<file path="src/rtl/spi_motor_cmd_ctrl.sv">
// SPI command decoder and motor register file: tracks chip select and byte count,
// builds response bytes, and commits duty / enable writes on exact-length transfers.
module spi_motor_cmd_ctrl #(
  parameter int NUM_CHANNELS = 4,
  parameter int DUTY_WIDTH   = 10,
  parameter int ENC_WIDTH    = 16,
  parameter int WDT_WIDTH    = 24,
  parameter int WDT_TIMEOUT  = 1000000
) (
  input  logic                               sysclk,
  input  logic                               rst,
  input  logic                               ncs_s,
  input  logic                               byte_done,
  input  logic [7:0]                         rx_byte,
  input  logic [NUM_CHANNELS*ENC_WIDTH-1:0]  enc_count,
  output logic [7:0]                         tx_byte,
  output logic [NUM_CHANNELS*DUTY_WIDTH-1:0] duty,
  output logic                               motors_en,
  output logic                               wdt_expired,
  output logic                               commit,
  output logic                               xfer_err
);

  localparam int BUF_LEN = 1 + 2 * NUM_CHANNELS;
  localparam int IDX_W   = $clog2(BUF_LEN + 1);
  localparam logic [IDX_W-1:0]     IDX_MAX  = '1;
  localparam logic [WDT_WIDTH-1:0] WDT_LAST = WDT_WIDTH'(WDT_TIMEOUT - 1);

  localparam logic [1:0] K_UPD = 2'd0;
  localparam logic [1:0] K_RDD = 2'd1;
  localparam logic [1:0] K_SEN = 2'd2;
  localparam logic [1:0] K_BAD = 2'd3;

  function automatic logic [1:0] decode_cmd(input logic [7:0] b);
    if (b[6:0] == 7'd0)  return K_UPD;
    if (b == 8'h81)      return K_RDD;
    if (b == 8'h02)      return K_SEN;
    return K_BAD;
  endfunction

  function automatic logic [7:0] pick_byte(input logic [15:0] w, input logic hi);
    return hi ? w[15:8] : w[7:0];
  endfunction

  logic                              ncs_d;
  logic                              active;
  logic [IDX_W-1:0]                  byte_idx;
  logic                              overflow;
  logic [1:0]                        kind_q;
  logic                              last_err;
  logic [WDT_WIDTH-1:0]              wdt_cnt;
  logic [NUM_CHANNELS*DUTY_WIDTH-1:0] duty_q;
  logic [NUM_CHANNELS*ENC_WIDTH-1:0] snap_q;
  logic [7:0]                        req_buf [BUF_LEN];

  logic                              start, stop_evt, take, ovf_n, len_ok, accept, upd_acc;
  logic [1:0]                        kind_n;
  logic [IDX_W:0]                    cnt_n;
  logic [7:0]                        buf_n [BUF_LEN];
  logic [NUM_CHANNELS*DUTY_WIDTH-1:0] duty_new;
  logic [NUM_CHANNELS*ENC_WIDTH-1:0] snap_src;
  logic [ENC_WIDTH-1:0]              enc_sel;
  logic [DUTY_WIDTH-1:0]             duty_sel;
  logic [7:0]                        tx_next;
  logic [7:0]                        status;

  assign start    = ncs_d & ~ncs_s;
  assign stop_evt = active & ~ncs_d & ncs_s;
  // A byte coinciding with a start strobe is dropped; one coinciding with the end still counts.
  assign take     = byte_done & active & ~start;
  assign kind_n   = (take && byte_idx == '0) ? decode_cmd(rx_byte) : kind_q;
  assign ovf_n    = overflow | (take && byte_idx >= IDX_W'(BUF_LEN));
  assign cnt_n    = {1'b0, byte_idx} + {{IDX_W{1'b0}}, take};
  assign status   = {2'b10, motors_en, wdt_expired, last_err, 3'b000};
  assign snap_src = (byte_idx == '0) ? enc_count : snap_q;
  assign duty     = wdt_expired ? '0 : duty_q;

  always_comb begin
    for (int i = 0; i < BUF_LEN; i++) begin
      buf_n[i] = req_buf[i];
      if (take && byte_idx == IDX_W'(i)) buf_n[i] = rx_byte;
    end
  end

  always_comb begin
    duty_new = '0;
    for (int k = 0; k < NUM_CHANNELS; k++)
      duty_new[k*DUTY_WIDTH +: DUTY_WIDTH] = DUTY_WIDTH'({buf_n[2*k+2], buf_n[2*k+1]});
  end

  always_comb begin
    case (kind_n)
      K_UPD:   len_ok = (cnt_n == (IDX_W+1)'(BUF_LEN));
      K_RDD:   len_ok = (cnt_n == (IDX_W+1)'(1));
      K_SEN:   len_ok = (cnt_n == (IDX_W+1)'(2));
      default: len_ok = 1'b0;
    endcase
  end

  assign accept  = stop_evt & ~ovf_n & len_ok;
  assign upd_acc = accept & (kind_n == K_UPD);

  // Response for the byte following the one just received: channel = idx/2, MSB first.
  always_comb begin
    enc_sel  = '0;
    duty_sel = '0;
    tx_next  = 8'h00;
    for (int k = 0; k < NUM_CHANNELS; k++) begin
      if ((byte_idx >> 1) == IDX_W'(k)) begin
        enc_sel  = snap_src[k*ENC_WIDTH +: ENC_WIDTH];
        duty_sel = duty[k*DUTY_WIDTH +: DUTY_WIDTH];
      end
    end
    if (byte_idx < IDX_W'(BUF_LEN - 1)) begin
      case (kind_n)
        K_UPD:   tx_next = pick_byte(16'(enc_sel), ~byte_idx[0]);
        K_RDD:   tx_next = pick_byte(16'(duty_sel), ~byte_idx[0]);
        K_BAD:   tx_next = 8'hAA;
        default: tx_next = 8'h00;
      endcase
    end
  end

  // Transfer tracking, register commits and watchdog.
  always_ff @(posedge sysclk) begin
    if (rst) begin
      ncs_d       <= 1'b0;
      active      <= 1'b0;
      byte_idx    <= '0;
      overflow    <= 1'b0;
      kind_q      <= K_BAD;
      last_err    <= 1'b0;
      tx_byte     <= 8'hA8;
      duty_q      <= '0;
      motors_en   <= 1'b0;
      wdt_expired <= 1'b1;
      wdt_cnt     <= '0;
      commit      <= 1'b0;
      xfer_err    <= 1'b0;
    end else begin
      ncs_d    <= ncs_s;
      commit   <= 1'b0;
      xfer_err <= 1'b0;
      if (start) begin
        active   <= 1'b1;
        byte_idx <= '0;
        overflow <= 1'b0;
        tx_byte  <= status;
      end else if (take) begin
        if (byte_idx != IDX_MAX) byte_idx <= byte_idx + 1'b1;
        overflow <= ovf_n;
        kind_q   <= kind_n;
        tx_byte  <= tx_next;
      end
      if (stop_evt) begin
        active <= 1'b0;
        if (accept) begin
          commit   <= 1'b1;
          last_err <= 1'b0;
          if (kind_n == K_SEN) motors_en <= buf_n[1][0];
        end else begin
          xfer_err <= 1'b1;
          last_err <= 1'b1;
        end
      end
      if (upd_acc) begin
        duty_q      <= duty_new;
        wdt_cnt     <= '0;
        wdt_expired <= 1'b0;
      end else if (wdt_expired) begin
        duty_q <= '0;
      end else if (wdt_cnt == WDT_LAST) begin
        wdt_cnt     <= wdt_cnt + 1'b1;
        wdt_expired <= 1'b1;
      end else begin
        wdt_cnt <= wdt_cnt + 1'b1;
      end
    end
  end

  // Request bytes and encoder snapshot carry no reset.
  always_ff @(posedge sysclk) begin
    for (int i = 0; i < BUF_LEN; i++)
      if (take && byte_idx == IDX_W'(i)) req_buf[i] <= rx_byte;
    if (take && byte_idx == '0) snap_q <= enc_count;
  end

endmodule

</file>
<file path="config.mk">
export PLATFORM = sky130hd
export DESIGN_NAME = spi_motor_cmd_ctrl
export DESIGN_NICKNAME = d
export VERILOG_FILES = /design/src/rtl/spi_motor_cmd_ctrl.sv
export SDC_FILE = /design/constraint.sdc
export NUM_CORES = 1
export LEC_CHECK = 0
export ABC_AREA = 1
export BUFFER_PORTS_ARGS = -buffer_cell sky130_fd_sc_hd__buf_2
export CAP_MARGIN = 10
export CORE_ASPECT_RATIO = 1.2
export CORE_MARGIN = 2
export CORE_UTILIZATION = 25
export CTS_CLUSTER_DIAMETER = 120
export CTS_CLUSTER_SIZE = 8
export DETAILED_ROUTE_END_ITERATION = 12
export PLACE_DENSITY = 0.51
export SYNTH_ARGS = -nofsm -noshare
export SYNTH_HDL_FRONTEND = slang
export SYNTH_SLANG_ARGS = --single-unit
</file>
<file path="constraint.sdc">
create_clock -name sysclk -period 10.85 [get_ports sysclk]
set_clock_uncertainty 0.05 [all_clocks]
set_input_delay 1.085 -clock sysclk [delete_from_list [all_inputs] [get_ports sysclk]]
set_output_delay 1.085 -clock sysclk [all_outputs]
set_load 0.01 [all_outputs]
</file>
==> metrics <==
outcome=finished clean; Clock power frac=0.443; FF-to-FF setup slack=4610 ps; # diodes=0; Reg power frac=0.498; die area=roughly 0.037 mm2; Residual DRC=0; post-synthesis register bit count=190; Top FF cell, synth=dfxtp_1; largest area contributor in the netlist=dfxtp_1; sequential share of the synthesized area=0.506; Crit path required time=11110 ps; yosys warns=0; chip width=177 um; switching fraction of total power=0.251; clock root buffer=clkbuf_16; Place WS=4600 ps; CP Capture Type=flip-flop; Crit Path Category=flip-flop to flip-flop; Vert. Die Dim=211 um; Max Cap Violations=0; Synth area leaders=dfxtp_1, edfxtp_1, nand2_1; CTS resizes=0; setup bufs post-CTS=0; gr ovfl total=0; IO Pins=128; Layout Nets=1311; Max-Slew Margin vs Limit=0.291; synth cell count leaders=nand2_1, nor2_1, dfxtp_1, inv_1, o21ai_0; CTS hold repair buffers=0; total CTS buffers=17; area grow syn2layout=18.3%; latest clock arrival within the worst-skew pair=around 450 ps; worst vdd ir=78.5 uV; number of global-route vias before repair=7309; met3 global-route usage=0.0281; Tcrit/Tclk final=0.575; DRT Pass-1 Iters=5; Worst Setup Start Kind=flip-flop; RSZ-0062 raised after global routing=no; Netlist cell types=49; Cell Rows=between 70 and 80; Max FO, Critical Path=65; final setup slack of the worst path=between 4000 and 5000 ps; wire length per cell=between 15 and 20 um; HP Class=flip-flop to flip-flop; layer with the highest usage=met2; Comb power frac=0.059; Hold Crit Start=tx_byte[2]; hold path depth=2; most frequent cell after synthesis=nand2_1; Hold Vio Cnt, Final=0; f_max=0.160 GHz; Pleak=0.00463 uW; starting density of the core=0.255; share of cells above drive strength 1=0.170; HPWL Detailed=19700 um; IO Port Bufs=127; Syn Area/Cell=7.99 um2; Worst R2R Path Depth=17; initial detailed-routing violation count=483; worst reg2reg path endpoint=wdt_cnt[14]; clock tree buffer depth=2; via count=7589; worst slew pin tran=1060 ps; RePlAce Congestion=0.873; Syn Nets=roughly 1200; Slew Limit Fails=0; post-synthesis cell area=just under 0.009 mm2; first-pass GRT wire length=42300 um; core area=between 0.03 and 0.04 mm2; worst hold endpoint=tx_byte[2]; pwr dens=143 mW/mm2; Final Setup Violations=0; pin count of the biggest net entering global routing=66; post-route ant nets=0; # H-tree levels=4; clk slew on worst S/H paths=90 ps; CTS tree=done; area share of the largest cell type after synthesis=0.264; Post-synth EDFFs=72; Psw=380 uW; Tmin final=about 6200 ps; Routed WL=27500 um; Global Route met2 Usage=0.252; initial antenna violation count=0; Critical Path AT=6500 ps; async set-or-reset flop fraction in the synthesized netlist=0; GRT Util Overall=0.149; CTS Sinks=190; setup TNS=0 ps; Mapped Cells=1119; internal power=1130 uW; Worst R2R Start=byte_idx[0]; Via-to-Cell Ratio=4.47; met1 GRT Util=0.191
[routing by layer]
layer | routed length, um | vias up
li1 | - | 3865
met1 | 12300 | 3520
met2 | 13500 | 180
met3 | 1130 | 24
met4 | 566 | 0
met5 | 0 | -
[state kept, by name, indices dropped and copies added (netlist names)]
name / cells
xfer_err: 1
overflow: 1
tx_byte: 8
ncs_d: 1
snap_q: 64
wdt_cnt: 24
motors_en: 1
last_err: 1
commit: 1
kind_q: 2
wdt_expired: 1
duty_q: 40
active: 1
byte_idx: 4
req_buf: 40
[worst max-delay path by stage]
| stage | start | endpoint | slack [ps] |
|---|---|---|---|
| finish | byte_idx[0] | wdt_cnt[14] | 4610 |
| CTS | byte_idx[0] | wdt_cnt[2] | 4570 |
| floorplan | ncs_s | wdt_cnt[18] | 5460 |
| global placement | byte_idx[0] | wdt_cnt[11] | 4800 |
| detailed placement | byte_idx[0] | wdt_cnt[2] | 4600 |
| global route | byte_idx[0] | wdt_cnt[10] | 3900 |
[cell usage in the layout (no fill, tap or decap), types with 6 or more instances in the layout]
master	synthesis	routed
dfxtp_1	118	118
ha_1	13	13
xor2_1	11	11
nor3_1	17	17
nor2_4	4	6
edfxtp_1	72	72
clkbuf_16	0	17
nand4_1	9	9
nand3_1	51	51
a221oi_1	6	6
mux2_2	8	8
inv_1	116	117
o21ai_0	84	84
o211ai_1	8	8
nand2_2	6	6
nand2_1	248	248
a21oi_1	63	63
nor2_1	169	169
inv_2	9	9
buf_2	19	127
[stage by stage]
stage          hold WS, ps  cells   util  total power, uW  instance area [um2]
2_1_floorplan          385   1119      -              821                 8940
3_3_place_gp           400   1665  0.283              860                 9950
3_5_place_dp           407   1665  0.283              861                 9950
4_1_cts                421   1697  0.301             1530                10600
5_1_grt                448   1697  0.301             1570                10600
6_report               417   1697  0.301             1510                10600
[cell families (layout without fill, tap and decap cells)]
family / after synthesis / in the layout / synth area share
compound gates: 190 / 190 / 0.119
buf+inv: 174 / 290 / 0.0812
fa+ha+maj: 13 / 13 / 0.0182
simple gates: 530 / 530 / 0.252
xor+xnor: 14 / 14 / 0.0137
mux: 8 / 8 / 0.0101
flops: 190 / 190 / 0.506
[layout make-up]
class | count | area [um2]
clock buffers | 17 | 425
clock inverters | 15 | 198
inverters | 126 | 473
flip-flops and latches | 190 | 4520
well taps | 462 | 578
fillers | 3836 | 24500
repair buffers | 132 | 673
multi-input cells | 755 | 3700
[critical path, stage by stage (launching register included)]
cell and delay [ps]:
dfxtp_1 530, inv_1 540, ha_1 670, nand2_2 750, nor2_4 300, buf_4 650
o21ai_2 180, ha_1 280, inv_1 90, nand2_1 50, o21ai_0 160, o2111ai_1 140
nor2_1 150, nand2_2 110, inv_2 100, nand2_2 520, nand2_2 670, nor2_1 100
[power by group through the flow]
stage          combinational (uW)  sequential, uW  clock, uW
6_report                     89.8             754        670
5_1_grt                       101             754        712
3_5_place_dp                 90.7             770          0
3_3_place_gp                 90.4             770          0
2_1_floorplan                51.7             769          0
4_1_cts                      91.1             753        682
(Power assumes the default switching activity.)
